==> config.mk <==
export PLATFORM = sky130hd
export DESIGN_NAME = bcd_digit_formatter_flat
export DESIGN_NICKNAME = d
export VERILOG_FILES = /design/src/rtl/seven_segment_pkg.sv /design/src/rtl/bcd_digit_formatter_if.sv /design/src/rtl/bcd_nibble_adjust.sv /design/src/rtl/bcd_digit_formatter.sv /design/src/flat_wrapper.sv
export SDC_FILE = /design/constraint.sdc
export NUM_CORES = 1
export LEC_CHECK = 0
export CORE_MARGIN = 3
export CORE_UTILIZATION = 47
export CTS_CLUSTER_DIAMETER = 150
export DETAILED_ROUTE_END_ITERATION = 8
export PLACE_DENSITY = 0.76
export SYNTH_ARGS = -nofsm -noshare
export SYNTH_HDL_FRONTEND = slang
export SYNTH_HIERARCHICAL = 1
export SYNTH_SLANG_ARGS = --single-unit
==> constraint.sdc <==
create_clock -name clock -period 1.2 [get_ports clock]
set_clock_uncertainty 0.05 [all_clocks]
set_input_delay 0.24 -clock clock [delete_from_list [all_inputs] [get_ports clock]]
set_output_delay 0.24 -clock clock [all_outputs]
set_load 0.02 [all_outputs]
==> src/rtl/seven_segment_pkg.sv <==
// Shared types and constants for the seven-segment display path.
// Digit format: [5] enable, [4] decimal point, [3:0] digit code.
package seven_segment_pkg;

    typedef logic [5:0] digit_t;

    localparam int unsigned DIGIT_ENABLE_BIT = 5;
    localparam int unsigned DIGIT_DP_BIT     = 4;
    localparam int unsigned DIGIT_CODE_MSB   = 3;

    localparam logic [3:0] DIGIT_CODE_OVERFLOW = 4'hE;

    typedef enum logic [1:0] {
        IDLE,
        SHIFT,
        COMMIT
    } state_e;

    // 10^n as a 64-bit constant; n is at most 8 here, so no overflow.
    function automatic logic [63:0] pow10(input int unsigned n);
        logic [63:0] r;
        r = 64'd1;
        for (int unsigned i = 0; i < n; i++) begin
            r = r * 64'd10;
        end
        return r;
    endfunction

endpackage

==> src/rtl/bcd_digit_formatter_if.sv <==
// Value/digit bus between a value source and bcd_digit_formatter.
// master: the source and display consumer; slave: the formatter.
interface bcd_digit_formatter_if #(
    parameter int unsigned NUMBER_OF_DIGITS = 4,
    parameter int unsigned INPUT_WIDTH      = 14
);
    import seven_segment_pkg::*;

    logic [INPUT_WIDTH-1:0]      value;
    logic [NUMBER_OF_DIGITS-1:0] dp_mask;
    logic                        value_valid;
    logic                        value_ready;
    digit_t                      digits [0:NUMBER_OF_DIGITS-1];
    logic                        overflow;
    logic                        done;

    modport master (
        output value, dp_mask, value_valid,
        input  value_ready, digits, overflow, done
    );

    modport slave (
        input  value, dp_mask, value_valid,
        output value_ready, digits, overflow, done
    );

endinterface

==> src/rtl/bcd_nibble_adjust.sv <==
// Double-dabble correction step for one BCD nibble: add 3 when the nibble is 5 or more,
// so that the following left shift carries correctly into the next decimal digit.
module bcd_nibble_adjust (
    input  logic [3:0] nibble_i,
    output logic [3:0] nibble_o
);

    // Pure combinational add-3 correction.
    always_comb begin
        nibble_o = (nibble_i >= 4'd5) ? (nibble_i + 4'd3) : nibble_i;
    end

endmodule

==> src/rtl/bcd_digit_formatter.sv <==
// Sequential binary-to-BCD front end for the seven-segment display.
// Accepts a value over valid/ready, converts it with a shift-add-3 engine, and holds the last
// completed result on the digit outputs until the next conversion commits.
// Optional build macro: BCD_LEADING_ZERO_BLANK_EN blanks leading zero digits.
module bcd_digit_formatter
    import seven_segment_pkg::*;
#(
    parameter int unsigned NUMBER_OF_DIGITS = 4,
    parameter int unsigned INPUT_WIDTH      = 14
) (
    input  logic                  clock,
    input  logic                  reset,
    bcd_digit_formatter_if.slave  bus
);

    localparam int unsigned BcdWidth = 4 * NUMBER_OF_DIGITS;
    localparam int unsigned CatWidth = BcdWidth + INPUT_WIDTH;
    localparam int unsigned CntWidth = $clog2(INPUT_WIDTH + 1);
    // Wide enough for both the input value and 10^NUMBER_OF_DIGITS, so the comparison
    // is simply never true when the input range cannot reach the limit.
    localparam int unsigned CmpWidth = (INPUT_WIDTH > 64) ? INPUT_WIDTH : 64;
    localparam logic [63:0] Limit    = pow10(NUMBER_OF_DIGITS);

    state_e                      state_q, state_d;
    logic [INPUT_WIDTH-1:0]      bin_q, bin_d;
    logic [BcdWidth-1:0]         bcd_q, bcd_d;
    logic [CntWidth-1:0]         cnt_q, cnt_d;
    logic [NUMBER_OF_DIGITS-1:0] dp_q, dp_d;
    logic                        ovf_pend_q, ovf_pend_d;
    logic                        overflow_q, overflow_d;
    logic                        done_q, done_d;
    digit_t                      digits_q [0:NUMBER_OF_DIGITS-1];
    digit_t                      digits_d [0:NUMBER_OF_DIGITS-1];
    digit_t                      fmt_digits [0:NUMBER_OF_DIGITS-1];

    logic [BcdWidth-1:0]         bcd_adj;
    logic [CatWidth-1:0]         shifted;
    logic                        ready;

    // One add-3 corrector per decimal digit in the shift datapath.
    for (genvar g = 0; g < NUMBER_OF_DIGITS; g++) begin : gen_adjust
        bcd_nibble_adjust u_adjust (
            .nibble_i (bcd_q[4*g +: 4]),
            .nibble_o (bcd_adj[4*g +: 4])
        );
    end

    // Corrected BCD and remaining binary bits shift left together as one register.
    always_comb begin
        shifted = {bcd_adj, bin_q} << 1;
    end

    // Build the display word for each digit from the finished BCD value.
    always_comb begin
`ifdef BCD_LEADING_ZERO_BLANK_EN
        logic lit;
        lit = 1'b0;
`endif
        for (int k = NUMBER_OF_DIGITS - 1; k >= 0; k--) begin
            logic en;
`ifdef BCD_LEADING_ZERO_BLANK_EN
            // Once a nonzero nibble or a DP is seen from the top, everything below stays lit.
            lit = lit | (bcd_q[4*k +: 4] != 4'd0) | dp_q[k];
            en  = lit | (k == 0);
`else
            en  = 1'b1;
`endif
            fmt_digits[k] = '0;
            fmt_digits[k][DIGIT_DP_BIT] = dp_q[k];
            if (ovf_pend_q) begin
                fmt_digits[k][DIGIT_ENABLE_BIT]   = 1'b1;
                fmt_digits[k][DIGIT_CODE_MSB:0]   = DIGIT_CODE_OVERFLOW;
            end else begin
                fmt_digits[k][DIGIT_ENABLE_BIT]   = en;
                fmt_digits[k][DIGIT_CODE_MSB:0]   = bcd_q[4*k +: 4];
            end
        end
    end

    // FSM next-state and datapath next-state.
    always_comb begin
        state_d    = state_q;
        bin_d      = bin_q;
        bcd_d      = bcd_q;
        cnt_d      = cnt_q;
        dp_d       = dp_q;
        ovf_pend_d = ovf_pend_q;
        overflow_d = overflow_q;
        done_d     = 1'b0;
        digits_d   = digits_q;
        ready      = 1'b0;

        case (state_q)
            IDLE: begin
                ready = 1'b1;
                if (bus.value_valid) begin
                    bin_d      = bus.value;
                    dp_d       = bus.dp_mask;
                    bcd_d      = '0;
                    ovf_pend_d = (CmpWidth'(bus.value) >= CmpWidth'(Limit));
                    cnt_d      = CntWidth'(INPUT_WIDTH);
                    state_d    = SHIFT;
                end
            end
            SHIFT: begin
                bcd_d = shifted[CatWidth-1:INPUT_WIDTH];
                bin_d = shifted[INPUT_WIDTH-1:0];
                cnt_d = cnt_q - 1'b1;
                if (cnt_q == CntWidth'(1)) begin
                    state_d = COMMIT;
                end
            end
            COMMIT: begin
                digits_d   = fmt_digits;
                overflow_d = ovf_pend_q;
                done_d     = 1'b1;
                state_d    = IDLE;
            end
            default: begin
                state_d = IDLE;
            end
        endcase
    end

    // State and datapath registers with synchronous reset.
    always_ff @(posedge clock) begin
        if (reset) begin
            state_q    <= IDLE;
            bin_q      <= '0;
            bcd_q      <= '0;
            cnt_q      <= '0;
            dp_q       <= '0;
            ovf_pend_q <= 1'b0;
            overflow_q <= 1'b0;
            done_q     <= 1'b0;
            for (int k = 0; k < NUMBER_OF_DIGITS; k++) begin
                digits_q[k] <= '0;
            end
        end else begin
            state_q    <= state_d;
            bin_q      <= bin_d;
            bcd_q      <= bcd_d;
            cnt_q      <= cnt_d;
            dp_q       <= dp_d;
            ovf_pend_q <= ovf_pend_d;
            overflow_q <= overflow_d;
            done_q     <= done_d;
            for (int k = 0; k < NUMBER_OF_DIGITS; k++) begin
                digits_q[k] <= digits_d[k];
            end
        end
    end

    assign bus.value_ready = ready;
    assign bus.overflow    = overflow_q;
    assign bus.done        = done_q;
    assign bus.digits      = digits_q;

endmodule

==> src/flat_wrapper.sv <==
// flat-port wrapper written by rule: the top's interface ports become plain ports
module bcd_digit_formatter_flat import seven_segment_pkg::*;
#(
    parameter int unsigned NUMBER_OF_DIGITS = 4,
    parameter int unsigned INPUT_WIDTH      = 14
)
  (clock, reset, bus_value, bus_dp_mask, bus_value_valid, bus_value_ready, bus_digits, bus_overflow, bus_done);
  bcd_digit_formatter_if #(.NUMBER_OF_DIGITS(NUMBER_OF_DIGITS), .INPUT_WIDTH(INPUT_WIDTH)) bus_i ();
  input  logic clock;
  input  logic reset;
  input wire logic [$bits(bus_i.value)-1:0] bus_value;
  input wire logic [$bits(bus_i.dp_mask)-1:0] bus_dp_mask;
  input wire logic [$bits(bus_i.value_valid)-1:0] bus_value_valid;
  output wire logic [$bits(bus_i.value_ready)-1:0] bus_value_ready;
  output wire logic [$bits(bus_i.digits)-1:0] bus_digits;
  output wire logic [$bits(bus_i.overflow)-1:0] bus_overflow;
  output wire logic [$bits(bus_i.done)-1:0] bus_done;
  assign bus_i.value = bus_value;
  assign bus_i.dp_mask = bus_dp_mask;
  assign bus_i.value_valid = bus_value_valid;
  assign bus_value_ready = bus_i.value_ready;
  assign bus_digits = {>>{bus_i.digits}};
  assign bus_overflow = bus_i.overflow;
  assign bus_done = bus_i.done;
  bcd_digit_formatter #(.NUMBER_OF_DIGITS(NUMBER_OF_DIGITS), .INPUT_WIDTH(INPUT_WIDTH)) u_core (.clock(clock), .reset(reset), .bus(bus_i));
endmodule
* Word level (Yosys, flattened, before mapping)
Index checks and enable logic that the tools add are counted.
Word-level totals: register bits 67, input bits 21, output and inout port bits 27, word-level logic and storage cells 51
Operators by class: add/subtract/negate cells 5, magnitude comparators 5, eq/ne operators 5, muxes and demuxes 19, reductions and logical operators 5
Operators with widths (count):
- $mux W4 | 8
- $pmux W16 S2 | 1
- $pmux W14 S2 | 1
- $ge A4 B3 Y1 const B | 4
- $mux W16 | 1
- $ge A14 B14 Y1 const B | 1
- $mux W14 | 1
- $add A4 B2 Y4 const B | 3
- $pmux W4 S2 | 1
- $reduce_and A2 Y1 | 3
- $eq A4 B1 Y1 const B | 1
- $mux W2 | 2
- $pmux W2 S2 | 1
- $sub A4 B1 Y4 const B | 1
- $add A3 B2 Y3 const B | 1
- $mux W3 | 1
- $eq A2 B1 Y1 const B | 1
- $eq A2 B2 Y1 const B | 1
- $logic_not A2 Y1 | 1
- $mux W1 | 2
- $ne A2 B1 Y1 const B | 1
- $ne A2 B2 Y1 const B | 1
- $reduce_bool A2 Y1 | 1

* Logic depth before layout (Yosys ltp)
Gate-level depths: netlist of the first run.
word-level depth 3, mapped depth 7, gate-level depth less buffers 7

* By module
The synthesis of the first run kept the hierarchy.
Modules (own cells, without submodules):
- bcd_digit_formatter | instances 1, cells an instance 266, area each 2384.8 sq um, sequential area each 1281.2 sq um
- bcd_nibble_adjust | instances 4, cells an instance 16, area each 101.3 sq um, sequential area each 0.0 sq um

* Least setup slack after synthesis of the first run
No wires, ideal clock.
path kind register -> register, from register u_core.state_q[1], to register u_core.bin_q[0], library setup time 0.059 ns, arrival time 1.277 ns, required time 1.091 ns, setup slack -0.185 ns, cell stages (with the launch flop) 5, buffers on the path 0, period minus slack after synthesis 1.385 ns, cells stage by stage dfxtp_1 > nor2_1 > nand2_1 > nor2_1 > a22o_1
On the way: cells in the longest elaborated chain, start to end 3, elaborated cells between the ends (all ways) 6, those cells by class eq/ne: 2; mux: 1; reduce/logical: 3
RTL lines:
- start: declaration | RTL line bcd_digit_formatter.sv:24 | state_e state_q, state_d;
- start signal: assignment | RTL line bcd_digit_formatter.sv:140 | state_q <= state_d;
- $eq A2 B1 Y1 or $logic_not A2 Y1 (tied branches) | RTL line bcd_digit_formatter.sv:93 | case (state_q)
- $reduce_bool A2 Y1 (no source line) or $ne A2 B2 Y1 (tied branches)
- $reduce_and A2 Y1 (no source line)
- end signal: assignment | RTL line bcd_digit_formatter.sv:141 | bin_q <= bin_d;
- end: declaration | RTL line bcd_digit_formatter.sv:25 | logic [INPUT_WIDTH-1:0] bin_q, bin_d;
Several ways; a longest one is shown, not always the timed one. A chain may end at the register's enable or synchronous reset.

* Final worst setup path of the first run
from register u_core.state_q[1], to register u_core.bin_q[8]
The elaborated chain is that of the path after synthesis.

==> impl_metrics.toml, run 1 <==
[floorplanning]
placement_rows = 27
fp.dieW_um = 82.8
io_pins = 48
coreArea_um2 = 5610
initial_core_util_pct = 49.4
die_y_um = 82.8
dieArea_um2 = 6850

[drt]
via_count = 2714
detail-route-antenna-nets = 0
wl_per_cell_um = 16.9
drt-initial-drc-count = 126
drc_errors = 0
drt_wl_total_mm = 8.35
vias_per_cell = 5.51
drtPass1Iterations = 5

[final_layout]
final_cell_mix = "dfxtp_1, nand2_1, buf_4"
final_layout_size_suffix_gt1_share_pct = 42.5
nets = 447
final_common_cell = "dfxtp_1"
diodes = 0
design_area_um2 = 4220
area_growth_pct = 52.4
num-fill-cells = 380
post-route-util_pct = 75.3

[cts]
cts_hold_buf = 0
clk_path_buf_depth = 2
clock_latency_ns = 0.35
clkTransAtPathRegs_ns = 0.08
cts_buffers = 9
cts_sinks = 64
clockRootBuffer = "clkbuf_8"
cts_max_level = 3
cts_tree = "yes"

[run]
maxCapViolations = 0

[timing]
rsz0062_at_grt = "yes"
maxSlewViolCount = 0
final-setup-viol-count = 64
worstMarginPinSlew_ns = 0.434
relSlewSlack_pct = 71.1
setup_slack_ns = -0.215
fin_crit_sh_pct = 118
fmax_mhz = 707
hold_viol = 0
period_needed_ns = 1.41

[worst_setup_path]
path_class = "reg2reg"
worst_setup_path_start_kind = "register"
end_kind = "register"
arrival_ns = 1.64
cp_data_required_time_ns = 1.42
rrSetupSlack_ns = -0.21
path_max_fanout = 7
rr_endpoint = "u_core/bin_q[8]"
reg2reg_depth = 6
r2r-start = "u_core/state_q[1]"
crit_path_start = "u_core/state_q[1]"

[logic_synthesis]
synthesis.area_um2 = 2770
synth_cells = 326
yosys_warnings = 6
syn_nets = 357
avgSynthCellArea_um2 = 8.50

[placement]
place_congestion = 0.775
dp_hpwl_mm = 4.50
port_buffers = 47
placed_cell_area_um2 = 3640

[global_route]
antenna_found_initial = 0
track_usage_pct = 23.4
grt_pass1_vias = 2518
grt-ovfl-total = 0
grt_pass1_wl_mm = 12.0
grt_max_degree = 40

[worst_hold_path]
holdCritPathClass = "in2reg"
worstHoldEndpoint = "u_core/bcd_q[4]"
min-delay-start = "reset"
worstHoldPathCells = 2

[pwr]
leakagePower_nw = 1.75
p_total_mw = 5.40
pwr_density_cell_nw_per_um2 = 1280
ir_worst_vdd_v = 0.000882

[run_status]
status = "finished with violations"
violations = "setup timing"
metal layers:
layer | track usage [%] | wire length [um] | share of wire (%)
met5 | 0 | 0 | 0
met4 | 11.1 | 220 | 2.6
met3 | 5.40 | 422 | 5.1
met2 | 39.1 | 4390 | 53
met1 | 28.3 | 3320 | 40
registers in the layout, indices dropped and copies added, names as in the netlist:
| register | flops |
|---|---|
| u_core/bcd_q | 16 |
| u_core/bin_q | 14 |
| u_core/bus.digits | 21 |
| u_core/bus.done | 1 |
| u_core/bus.overflow | 1 |
| u_core/cnt_q | 4 |
| u_core/dp_q | 4 |
| u_core/ovf_pend_q | 1 |
| u_core/state_q | 2 |
worst max-delay path: stages, from the launching register on:
cell	delay, ns
dfxtp_4	0.37
buf_6	0.12
nor2b_4	0.22
buf_6	0.17
buf_8	0.14
a22oi_2	0.08
a21oi_1	0.18
stage by stage:
step                setup WS (ns)  cells  setup TNS (ns)  hold slack (ns)
floorplan                 -0.0356    326          -0.336            0.323
global placement           -0.445    463          -15.29            0.388
detailed placement         -0.541    463          -17.72            0.398
CTS                        -0.108    493           -3.00            0.108
global route               -0.299    493           -8.39            0.150
finish                     -0.215    493           -5.98            0.155
report_power, final:
part | leakage (nW) | total [mW] | switching, mW | internal, mW
Clock | 0.111 | 2.14 | 0.947 | 1.19
Combinational | 1.12 | 0.968 | 0.488 | 0.480
Sequential | 0.527 | 2.29 | 0.0878 | 2.21
what timing repair did:
action | in CTS | in global routing
pin swaps | 21 | 28
buffers inserted | 11 | 0
endpoints found under the hold margin | 0 | 0
gates cloned | 3 | 0
resized for setup | 152 | 42
setup endpoints to repair | 81 | 67
layout make-up:
cell class              count  area, um^2  share of cell area (%)
repair buffers            102         883                    20.9
well taps                  72        90.1                    2.13
flip-flops and latches     64        1310                    30.9
clock buffers               9         124                    2.93
clock inverters             7         103                    2.43
inverters                  10        40.0                   0.948
multi-input cells         229        1680                    39.7
worst max path at each step:
| stage | cells past startpoint | slack [ns] | endpoint |
|---|---|---|---|
| 2_1_floorplan | 4 | -0.04 | u_core/bcd_q[13] |
| 3_3_place_gp | 5 | -0.45 | u_core/bin_q[1] |
| 3_5_place_dp | 5 | -0.54 | u_core/ovf_pend_q |
| 4_1_cts | 5 | -0.11 | u_core/bus.digits[13] |
| 5_1_grt | 5 | -0.30 | u_core/cnt_q[1] |
| 6_report | 6 | -0.21 | u_core/bin_q[8] |
No activity file was read; power rests on OpenSTA's default activity.
==> run 2, diff against run 1 <==
--- a/config.mk
+++ b/config.mk
@@ -5,8 +5,10 @@
 export SDC_FILE = /design/constraint.sdc
 export NUM_CORES = 1
 export LEC_CHECK = 0
+export CELL_PAD_IN_SITES_DETAIL_PLACEMENT = 0
+export CELL_PAD_IN_SITES_GLOBAL_PLACEMENT = 1
 export CORE_MARGIN = 3
-export CORE_UTILIZATION = 47
+export CORE_UTILIZATION = 35
 export CTS_CLUSTER_DIAMETER = 150
 export DETAILED_ROUTE_END_ITERATION = 8
 export PLACE_DENSITY = 0.76
==> impl_metrics.toml, run 2 (same netlist as run 1, synthesis figures left out) <==
[run_status]
status = "finished with violations"
violations = "setup timing"

[drt]
met1_length_mm = 3.22
drt_wl_total_mm = 7.50
via_count = 2613
drtPass1Iterations = 4
wl_met2_mm = 3.94
wl_met3_um = 255
drc_errors = 0
vias_per_cell = 4.99
detail-route-antenna-nets = 0
routed.top_layer = "met4"
wl_per_cell_um = 14.3
drt-initial-drc-count = 46

[global_route]
grt_max_degree = 23
antenna_found_initial = 0
grt_pass1_vias = 2455
track_usage_pct = 17.1
grt_pass1_wl_mm = 11.9
grt-ovfl-total = 0

[pwr]
combinationalPowerShare_pct = 19.7
clkPwrFrac_pct = 33.6
p_switching_mw = 1.36
p_total_mw = 4.91
p_sw_share_pct = 27.7
pwr_density_cell_nw_per_um2 = 1090
p_int_mw = 3.55
pwr-share-seq_pct = 46.7
leakagePower_nw = 1.89
ir_worst_vdd_v = 0.000724

[cts]
cts_buffers = 9
cts_max_level = 3
clkTransAtPathRegs_ns = 0.07
cts_hold_buf = 0
clock_latency_ns = 0.34
cts_sinks = 64
cts_tree = "yes"
clockRootBuffer = "clkbuf_8"
clk_path_buf_depth = 2

[timing]
fin_crit_sh_pct = 111
relSlewSlack_pct = 80.2
period_needed_ns = 1.33
maxSlewViolCount = 0
fmax_mhz = 753
worstMarginPinSlew_ns = 0.297
setup_slack_ns = -0.128
hold_viol = 0
final-setup-viol-count = 45
rsz0062_at_grt = "yes"
worst_hold_slack_ns = 0.370

[final_layout]
final_common_cell = "buf_4"
diodes = 0
design_area_um2 = 4490
largest_register_ffs = 21
area_growth_pct = 62.1
nets = 452
num-fill-cells = 657
final_layout_size_suffix_gt1_share_pct = 52.0
final_cell_mix = "buf_4, nand2_1, dfxtp_1"
post-route-util_pct = 60.3

[worst_setup_path]
worst_setup_path_start_kind = "register"
r2r-start = "u_core/state_q[1]"
path_max_fanout = 7
crit_path_start = "u_core/state_q[1]"
rr_endpoint = "u_core/bin_q[12]"
critPathMaxStageDelay_ns = 0.36
arrival_ns = 1.56
rrSetupSlack_ns = -0.13
cp_data_required_time_ns = 1.43
reg2reg_depth = 6
path_cells = "buf_6 -> nor2b_4 -> buf_8 -> clkbuf_16 -> a22oi_1 -> a21oi_1"
end_kind = "register"
path_class = "reg2reg"
crit_slowest_cell = "dfxtp_4"

[worst_hold_path]
min-delay-start = "reset"
worstHoldPathCells = 3
holdCritPathClass = "in2reg"
worstHoldEndpoint = "u_core/bus.digits[0]"

[floorplanning]
coreArea_um2 = 7450
placement_rows = 31
dieArea_um2 = 9020
io_pins = 48
initial_core_util_pct = 37.2
die_y_um = 95.0
fp.dieW_um = 95.0

[placement]
place_congestion = 0.751
place_ws_ns = -0.526
dp_hpwl_mm = 4.64
placed_cell_area_um2 = 3710
port_buffers = 47

[run]
maxCapViolations = 0
==> run 2: changes by cell type in the layout (fill, tap and decap cells not counted), sizes merged <==
cell and change:
dlygate4sd2 -1, inv -3, clkbuf +6, clkinv +1, nor2 +1, bufinv -2, buf +1, clkdlybuf4s50 +1
==> run 2: worst max path at each step <==
stage	end	slack [ns]	cells past startpoint
final	u_core/bin_q[12]	-0.13	6
after global routing	u_core/bin_q[8]	-0.17	6
after CTS	u_core/cnt_q[3]	-0.14	5
after detailed placement	u_core/bin_q[3]	-0.53	5
after global placement	u_core/bin_q[13]	-0.47	5
after floorplan	u_core/bcd_q[13]	-0.04	4
==> run 2: worst max-delay path: cells and delay by family (launching register included) <==
kind,cells,cell delay [ns]
flip-flops,1,0.36
buffers and inverters,3,0.45
AND/OR/NAND/NOR,1,0.19
AO/OA/AOI/OAI,2,0.20
==> run 2: routing by layer <==
layer  global-route usage (%)  up-vias
li1                         -     1310
met1                     21.6     1259
met2                     27.7       36
met3                     4.78        8
met4                     6.13        0
met5                        0        -
==> run 2: cell type report <==
cell class,instances,area (um^2),share of cell area [%]
multi-input cells,230,1860,41.4
clock inverters,3,17.5,0.390
clock buffers,12,155,3.46
flip-flops and latches,64,1310,29.2
repair buffers,106,978,21.8
inverters,10,42.5,0.948
well taps,99,124,2.76
==> run 2: what timing repair did <==
| action | 4_1_cts | 5_1_grt |
|---|---|---|
| pin swaps | 22 | 44 |
| gates cloned | 4 | 3 |
| gates resized for setup | 151 | 99 |
| buffers inserted | 7 | 5 |
| endpoints found under the setup margin | 81 | 66 |
==> run 2: per-stage QoR <==
step / TNS [ns] / std cells
floorplan: -0.336 / 326
global placement: -15.38 / 491
detailed placement: -15.88 / 491
CTS: -2.61 / 517
global route: -6.02 / 524
finish: -3.37 / 524
==> run 2: power by group through the flow <==
stage | registers, mW | logic [mW] | clock network [mW]
global placement | 2.32 | 0.654 | 0
finish | 2.30 | 0.967 | 1.65
floorplan | 2.32 | 0.372 | 0
global route | 2.31 | 1.04 | 1.80
detailed placement | 2.32 | 0.660 | 0
CTS | 2.28 | 0.817 | 1.70
